## config.mk

```make
export PLATFORM = sky130hd
export DESIGN_NAME = xadc_drp_responder
export DESIGN_NICKNAME = d
export VERILOG_FILES = /design/src/rtl/xadc_drp_responder_pkg.sv /design/src/rtl/xadc_drp_responder_seq_model.sv /design/src/rtl/xadc_drp_responder.sv
export SDC_FILE = /design/constraint.sdc
export NUM_CORES = 2
export LEC_CHECK = 0
export CORE_MARGIN = 3
export CORE_UTILIZATION = 30
export DETAILED_ROUTE_END_ITERATION = 16
export GPL_TIMING_DRIVEN = 0
export PLACE_DENSITY = 0.5
export SLEW_MARGIN = 20
export SYNTH_ARGS = -nofsm -noshare
export SYNTH_HDL_FRONTEND = slang
export SYNTH_SLANG_ARGS = --single-unit
```

## constraint.sdc

```tcl
create_clock -name CLK100MHZ -period 109.5 [get_ports CLK100MHZ]
set_input_delay 32.85 -clock CLK100MHZ [delete_from_list [all_inputs] [get_ports CLK100MHZ]]
set_output_delay 32.85 -clock CLK100MHZ [all_outputs]
set_load 0.005 [all_outputs]
```

## src/rtl/xadc_drp_responder_pkg.sv

```systemverilog
// xadc_drp_pkg: shared widths, conversion sequence list and FSM state types for the XADC DRP responder
package xadc_drp_pkg;
    localparam int DRP_ADDR_W = 7;
    localparam int DRP_DATA_W = 16;
    localparam int CH_W = 5;
    localparam int SEQ_LEN = 9;
    localparam logic [DRP_ADDR_W-1:0] STATUS_LIMIT = 7'h40;
    localparam logic [DRP_ADDR_W-1:0] SEQ_LIST [SEQ_LEN] = '{
        7'h14, 7'h15, 7'h16, 7'h17, 7'h1F, 7'h10, 7'h1C, 7'h1D, 7'h1E
    };
    typedef enum logic [1:0] {DRP_IDLE, DRP_WAIT, DRP_RESP} drp_state_t;
    typedef enum logic [1:0] {SEQ_WAIT, SEQ_CONV, SEQ_DONE} seq_state_t;
endpackage

```

## src/rtl/xadc_drp_responder_seq_model.sv

```systemverilog
// xadc_seq_model: conversion sequencer producing ramped status results and eoc/eos/channel strobes
module xadc_seq_model
    import xadc_drp_pkg::*;
#(
    parameter int CONV_CYCLES = 26,
    parameter int RAMP_SHIFT = 4
) (
    input  logic                  clk,
    input  logic                  rst,
    output logic                  busy,
    output logic                  eoc,
    output logic                  eos,
    output logic [CH_W-1:0]       channel,
    output logic                  wr_en,
    output logic [DRP_ADDR_W-1:0] wr_addr,
    output logic [DRP_DATA_W-1:0] wr_data
);
    seq_state_t state, state_nx;
    logic [7:0] cnt;
    logic [3:0] idx;
    logic [11:0] ramp [SEQ_LEN];
    logic [11:0] ramp_nx;

    assign ramp_nx = ramp[idx] + 12'(idx) + 12'd1;
    assign busy = state == SEQ_CONV;
    assign wr_en = state == SEQ_DONE;
    assign wr_addr = SEQ_LIST[idx];
    assign wr_data = DRP_DATA_W'(ramp_nx) << RAMP_SHIFT;

    // state register plus conversion cycle counter
    always_ff @(posedge clk or posedge rst) begin
        if (rst) begin
            state <= SEQ_WAIT;
            cnt <= '0;
        end else begin
            state <= state_nx;
            cnt <= state == SEQ_CONV ? cnt + 8'd1 : '0;
        end
    end

    // WAIT and DONE both fall into CONV; CONV ends after CONV_CYCLES cycles
    always_comb begin
        state_nx = state;
        state_nx = state != SEQ_CONV ? SEQ_CONV : cnt == 8'(CONV_CYCLES - 1) ? SEQ_DONE : SEQ_CONV;
    end

    // completion bookkeeping: ramp advance, strobes, channel and list index
    always_ff @(posedge clk or posedge rst) begin
        if (rst) begin
            for (int i = 0; i < SEQ_LEN; i++) ramp[i] <= '0;
            idx <= '0;
            eoc <= 1'b0;
            eos <= 1'b0;
            channel <= '0;
        end else begin
            eoc <= wr_en;
            eos <= wr_en && idx == 4'(SEQ_LEN - 1);
            if (wr_en) begin
                ramp[idx] <= ramp_nx;
                channel <= wr_addr[CH_W-1:0];
                idx <= idx == 4'(SEQ_LEN - 1) ? '0 : idx + 4'd1;
            end
        end
    end
endmodule

```

## src/rtl/xadc_drp_responder.sv

```systemverilog
// xadc_drp_responder: DRP register file and fixed-latency responder; XADC_DRP_ERR_EN adds sticky drp_err_out
module xadc_drp_responder
    import xadc_drp_pkg::*;
#(
    parameter int RD_LATENCY = 4,
    parameter int CONV_CYCLES = 26,
    parameter int RAMP_SHIFT = 4
) (
    input  logic                  CLK100MHZ,
    input  logic                  reset_in,
    input  logic [DRP_ADDR_W-1:0] daddr_in,
    input  logic                  den_in,
    input  logic                  dwe_in,
    input  logic [DRP_DATA_W-1:0] di_in,
    output logic [DRP_DATA_W-1:0] do_out,
    output logic                  drdy_out,
    output logic                  busy_out,
    output logic [CH_W-1:0]       channel_out,
    output logic                  eoc_out,
    output logic                  eos_out
`ifdef XADC_DRP_ERR_EN
    ,
    output logic                  drp_err_out
`endif
);
    localparam drp_state_t FIRST = RD_LATENCY == 1 ? DRP_RESP : DRP_WAIT;

    drp_state_t state, state_nx;
    logic [3:0] cnt;
    logic [DRP_DATA_W-1:0] regs [2**DRP_ADDR_W];
    logic [DRP_DATA_W-1:0] rdata;
    logic accept, cfg_we, seq_we;
    logic [DRP_ADDR_W-1:0] seq_addr;
    logic [DRP_DATA_W-1:0] seq_data;

    xadc_seq_model #(.CONV_CYCLES(CONV_CYCLES), .RAMP_SHIFT(RAMP_SHIFT)) u_seq (
        .clk(CLK100MHZ),
        .rst(reset_in),
        .busy(busy_out),
        .eoc(eoc_out),
        .eos(eos_out),
        .channel(channel_out),
        .wr_en(seq_we),
        .wr_addr(seq_addr),
        .wr_data(seq_data)
    );

    assign accept = state == DRP_IDLE && den_in;
    assign cfg_we = accept && dwe_in && daddr_in >= STATUS_LIMIT;
    assign drdy_out = state == DRP_RESP;
    assign do_out = drdy_out ? rdata : '0;

    // DRP state register and latency counter
    always_ff @(posedge CLK100MHZ or posedge reset_in) begin
        if (reset_in) begin
            state <= DRP_IDLE;
            cnt <= '0;
        end else begin
            state <= state_nx;
            cnt <= state == DRP_WAIT ? cnt + 4'd1 : '0;
        end
    end

    // IDLE accepts, WAIT burns RD_LATENCY-1 cycles, RESP lasts one cycle
    always_comb begin
        state_nx = state;
        state_nx = state == DRP_IDLE ? (den_in ? FIRST : DRP_IDLE)
                 : state == DRP_WAIT ? (cnt == 4'(RD_LATENCY - 2) ? DRP_RESP : DRP_WAIT)
                 : DRP_IDLE;
    end

    // read data is captured at acceptance so later conversions cannot change it
    always_ff @(posedge CLK100MHZ or posedge reset_in) begin
        if (reset_in) rdata <= '0;
        else if (accept) rdata <= dwe_in ? '0 : regs[daddr_in];
    end

    // status half written by the sequencer, config half by DRP writes
    always_ff @(posedge CLK100MHZ or posedge reset_in) begin
        if (reset_in) begin
            for (int i = 0; i < 2**DRP_ADDR_W; i++) regs[i] <= '0;
        end else begin
            if (seq_we) regs[seq_addr] <= seq_data;
            if (cfg_we) regs[daddr_in] <= di_in;
        end
    end

`ifdef XADC_DRP_ERR_EN
    // sticky protocol error: busy collision or status write; cleared by writing 1 to 0x7F
    always_ff @(posedge CLK100MHZ or posedge reset_in) begin
        if (reset_in) drp_err_out <= 1'b0;
        else if ((den_in && state != DRP_IDLE) || (accept && dwe_in && daddr_in < STATUS_LIMIT)) drp_err_out <= 1'b1;
        else if (cfg_we && daddr_in == 7'h7F && di_in[0]) drp_err_out <= 1'b0;
    end
`endif
endmodule

```

==> impl_metrics.csv <==
group,metric,value,unit
yosys,yosysSeqAreaShare,0.594,
clock_tree,clock_sinks,2199,
cells_and_area,final_cell_mix,"2199 x dfrtp_1, 1211 x mux2_2, 1060 x clkbuf_1, 431 x nand2_1, 307 x o21ai_0",
clock_tree,cts_hold_buffers,0,
timing,slew_headroom,0.112,
global_routing,grt_pass1_wl,672000,um
yosys,yosysWarnings,0,
global_routing,grt_pass1_vias,66800,
cells_and_area,final_common_cell,"dfrtp_1",
timing,rsz0062_at_grt,"no",
die,start_util,0.302,
global_routing,grt_use_total,0.324,
timing,fmax,0.0257,GHz
yosys,async_reset_ff_frac,1.00,
timing,worst_pin_slew,1.33,ns
drt,wl,523000,um
die,dieArea,316000,um^2
worst_hold_path,hp-class,"reg -> reg",
drt,wire_per_inst,43.5,um
clock_tree,cts_root_buffer,"clkbuf_16",
placed_design,io_buffer_count,35,
placed_design,gp_congestion,1.06,
yosys,syn_avg_cell_area,12.8,um^2
setup_path,crit_arrival,39.67,ns
clock_tree,clock_latency,1.00,ns
drt,ant_nets,0,
die,die_x,562,um
drt,dr.pass1.iters,9,
die,core_area,307000,um^2
die,io_pins,52,
power_and_ir_drop,p_int,0.00140,W
power_and_ir_drop,power.share.switching,0.269,
timing,report.final.slew_viol_count,0,
yosys,ys_ff_latch,2199,
power_and_ir_drop,combPwrFrac,0.093,
clock_tree,cts.repair.resized,0,
cells_and_area,nets,7678,
drt,drt-vias-per-instance,5.88,
global_routing,grt_max_degree,110,
cells_and_area,drive_gt1_frac,0.298,
power_and_ir_drop,power,0.00191,W
outcome,status,"complete, no violations",
timing,hold_viol_final,0,
placed_design,dp_hpwl,374000,um
drt,drc_errors,0,
power_and_ir_drop,ir_drop,0.0174,mV
setup_path,critical_path_class,"in -> reg",
yosys,synthesis.area,92700,um^2
timing,setup_viol,0,
power_and_ir_drop,power_switching,0.000513,W
setup_path,end_kind,"flop",
power_and_ir_drop,p_per_area,17.3,nW/um^2
drt,drt_iter0_markers,10400,
clock_tree,postCtsSetupRepairBufs,0,
clock_tree,cts-buffers-inserted,249,
clock_tree,cts.htree.levels,4,
clock_tree,cts_tree,"yes",
timing,post-route-min-period,38.91,ns
cells_and_area,fin_util,0.359,
clock_tree,clock_path_buffers,4,
setup_path,crit_fanout,11,
global_routing,antenna_found_initial,109,
setup_path,crit_required,110.26,ns
die,row_count,203,
cells_and_area,regArea,55000,um^2
die,die_h,562,um
power_and_ir_drop,power_frac_seq,0.441,
cells_and_area,n_fill_cell,29800,
setup_path,start_kind,"input port",
yosys,synthCells,7223,
cells_and_area,multiInputGateArea,32200,um^2
cells_and_area,syn_to_final_growth,18.9,%
drt,num_vias,70600,
yosys,syn_nets,7264,
yosys,synth-main-ff-cell,"dfrtp_1",
yosys,synth_edf_count,0,
power_and_ir_drop,p_leak,51.5,nW
job,cap_violations,0,
global_routing,globalRoute.totalOverflow,0,
yosys,yosysUniqueCellTypes,79,
clock_tree,clk_pin_slew,0.06,ns
timing,fin_setup_tns,0,ns
timing,final.period_utilization,0.355,
power_and_ir_drop,clkPwrFrac,0.466,
timing,skew,0.0965,ns
## synth_stat cells, types with 5 or more instances
cell,n,area share
a2111oi_0,11,0.0010
nor3_1,12,0.00065
nand4_1,7,0.00047
xnor2_1,9,0.00085
xor2_1,6,0.00057
a221oi_1,258,0.024
inv_1,17,0.00069
and3_1,9,0.00061
nor2b_1,22,0.0015
o22ai_1,108,0.0073
a222oi_1,14,0.0015
o2bb2ai_1,10,0.00095
buf_4,28,0.0023
a22o_1,52,0.0049
a31oi_1,15,0.0010
o21bai_1,6,0.00049
a22oi_1,120,0.0097
nand2_1,436,0.018
dfrtp_1,2199,0.59
and2_1,74,0.0050
a21oi_1,87,0.0047
a211oi_1,13,0.0011
nor2_1,180,0.0073
nor4_1,11,0.00074
ha_1,13,0.0018
buf_2,166,0.0090
nand2b_1,18,0.0012
o211ai_1,20,0.0016
or2_2,6,0.00041
o21ai_2,20,0.0019
o22a_1,17,0.0016
a21o_1,5,0.00041
mux2_2,1211,0.15
o2111ai_1,5,0.00047
a221o_1,34,0.0037
nand3_1,30,0.0016
mux4_2,168,0.041
o21ai_0,311,0.017
mux2i_1,237,0.026
buf_1,45,0.0018
clkbuf_1,1123,0.045
o221ai_1,29,0.0027
## layer usage
metal	wire (um)	GRT usage	up-vias	share of wire
met5	478	0	-	0.00091
met4	44300	0.228	36	0.085
met3	63700	0.127	1463	0.12
met2	210000	0.442	5099	0.40
met1	205000	0.416	37900	0.39
li1	-	-	26200	-
## registers in the layout (all words and copies together), names as in the netlist
signal,count
rdata,16
u_seq.channel,5
u_seq.state,2
cnt,4
regs,2048
u_seq.ramp,108
u_seq.idx,4
u_seq.eoc,1
u_seq.eos,1
u_seq.cnt,8
state,2
## worst max-delay path: stages
cell	delay, ns
clkdlybuf4s50_1	0.67
buf_2	0.41
buf_2	0.90
buf_2	0.95
buf_2	0.89
buf_2	0.92
o21ai_0	0.21
o21ai_0	0.61
nand4_1	0.50
o31a_1	0.58
## through the flow
step | instance area, um^2 | hold slack [ns] | instances | setup slack [ns]
after global placement | 98100 | 0.435 | 11400 | -10.17
after CTS | 110000 | 0.455 | 11900 | 71.14
after detailed placement | 101000 | 0.442 | 11500 | 70.10
after floorplan | 92700 | 0.422 | 7223 | 14.52
final | 110000 | 0.451 | 12000 | 70.59
after global routing | 110000 | 0.462 | 11900 | 71.07
## cell type report
cell class / count / share of cell area
sequential: 2199 / 0.499
multi-input combinational: 3636 / 0.293
clock buffer: 373 / 0.0675
buffer: 1369 / 0.0518
tap: 4100 / 0.0466
timing repair buffer: 163 / 0.0292
clock inverter: 78 / 0.0104
antenna: 80 / 0.00182
inverter: 19 / 0.000715
## final timing paths
path / startpoint / to / slack, ns / cells past startpoint
hold reg to reg: regs[1404]$_DFFE_PP0P_ / regs[1404]$_DFFE_PP0P_ / 0.45 / 1
max in group asynchronous: reset_in / regs[1867]$_DFFE_PP0P_ / 74.33 / 7
hold / removal: regs[1404]$_DFFE_PP0P_ / regs[1404]$_DFFE_PP0P_ / 0.45 / 1
min in group asynchronous: reset_in / regs[1190]$_DFFE_PP0P_ / 32.30 / 2
setup / recovery: daddr_in[1] / rdata[9]$_DFFE_PP0P_ / 70.59 / 10
setup reg to reg: u_seq.idx[1]$_DFFE_PP0P_ / u_seq.ramp[43]$_DFFE_PP0P_ / 104.18 / 16
## power by group through the flow
stage	sequential (W)	clock [W]	combinational, W
5_1_grt	0.000842	0.000926	0.000175
3_3_place_gp	0.000861	0	0.000155
2_1_floorplan	0.000853	0	0.0000658
3_5_place_dp	0.000856	0	0.000169
4_1_cts	0.000841	0.000896	0.000169
6_report	0.000842	0.000891	0.000178
## cell families after synthesis
kind of cell | count (synthesis) | synth area share
AND/OR/NAND/NOR | 825 | 0.0391
XOR/XNOR | 15 | 0.00142
buffers and inverters | 1388 | 0.0602
multiplexers | 1619 | 0.214
adder cells (fa/ha/maj) | 14 | 0.00197
AO/OA/AOI/OAI | 1163 | 0.0892
flip-flops | 2199 | 0.594
Power figures use the tool's default switching activity.
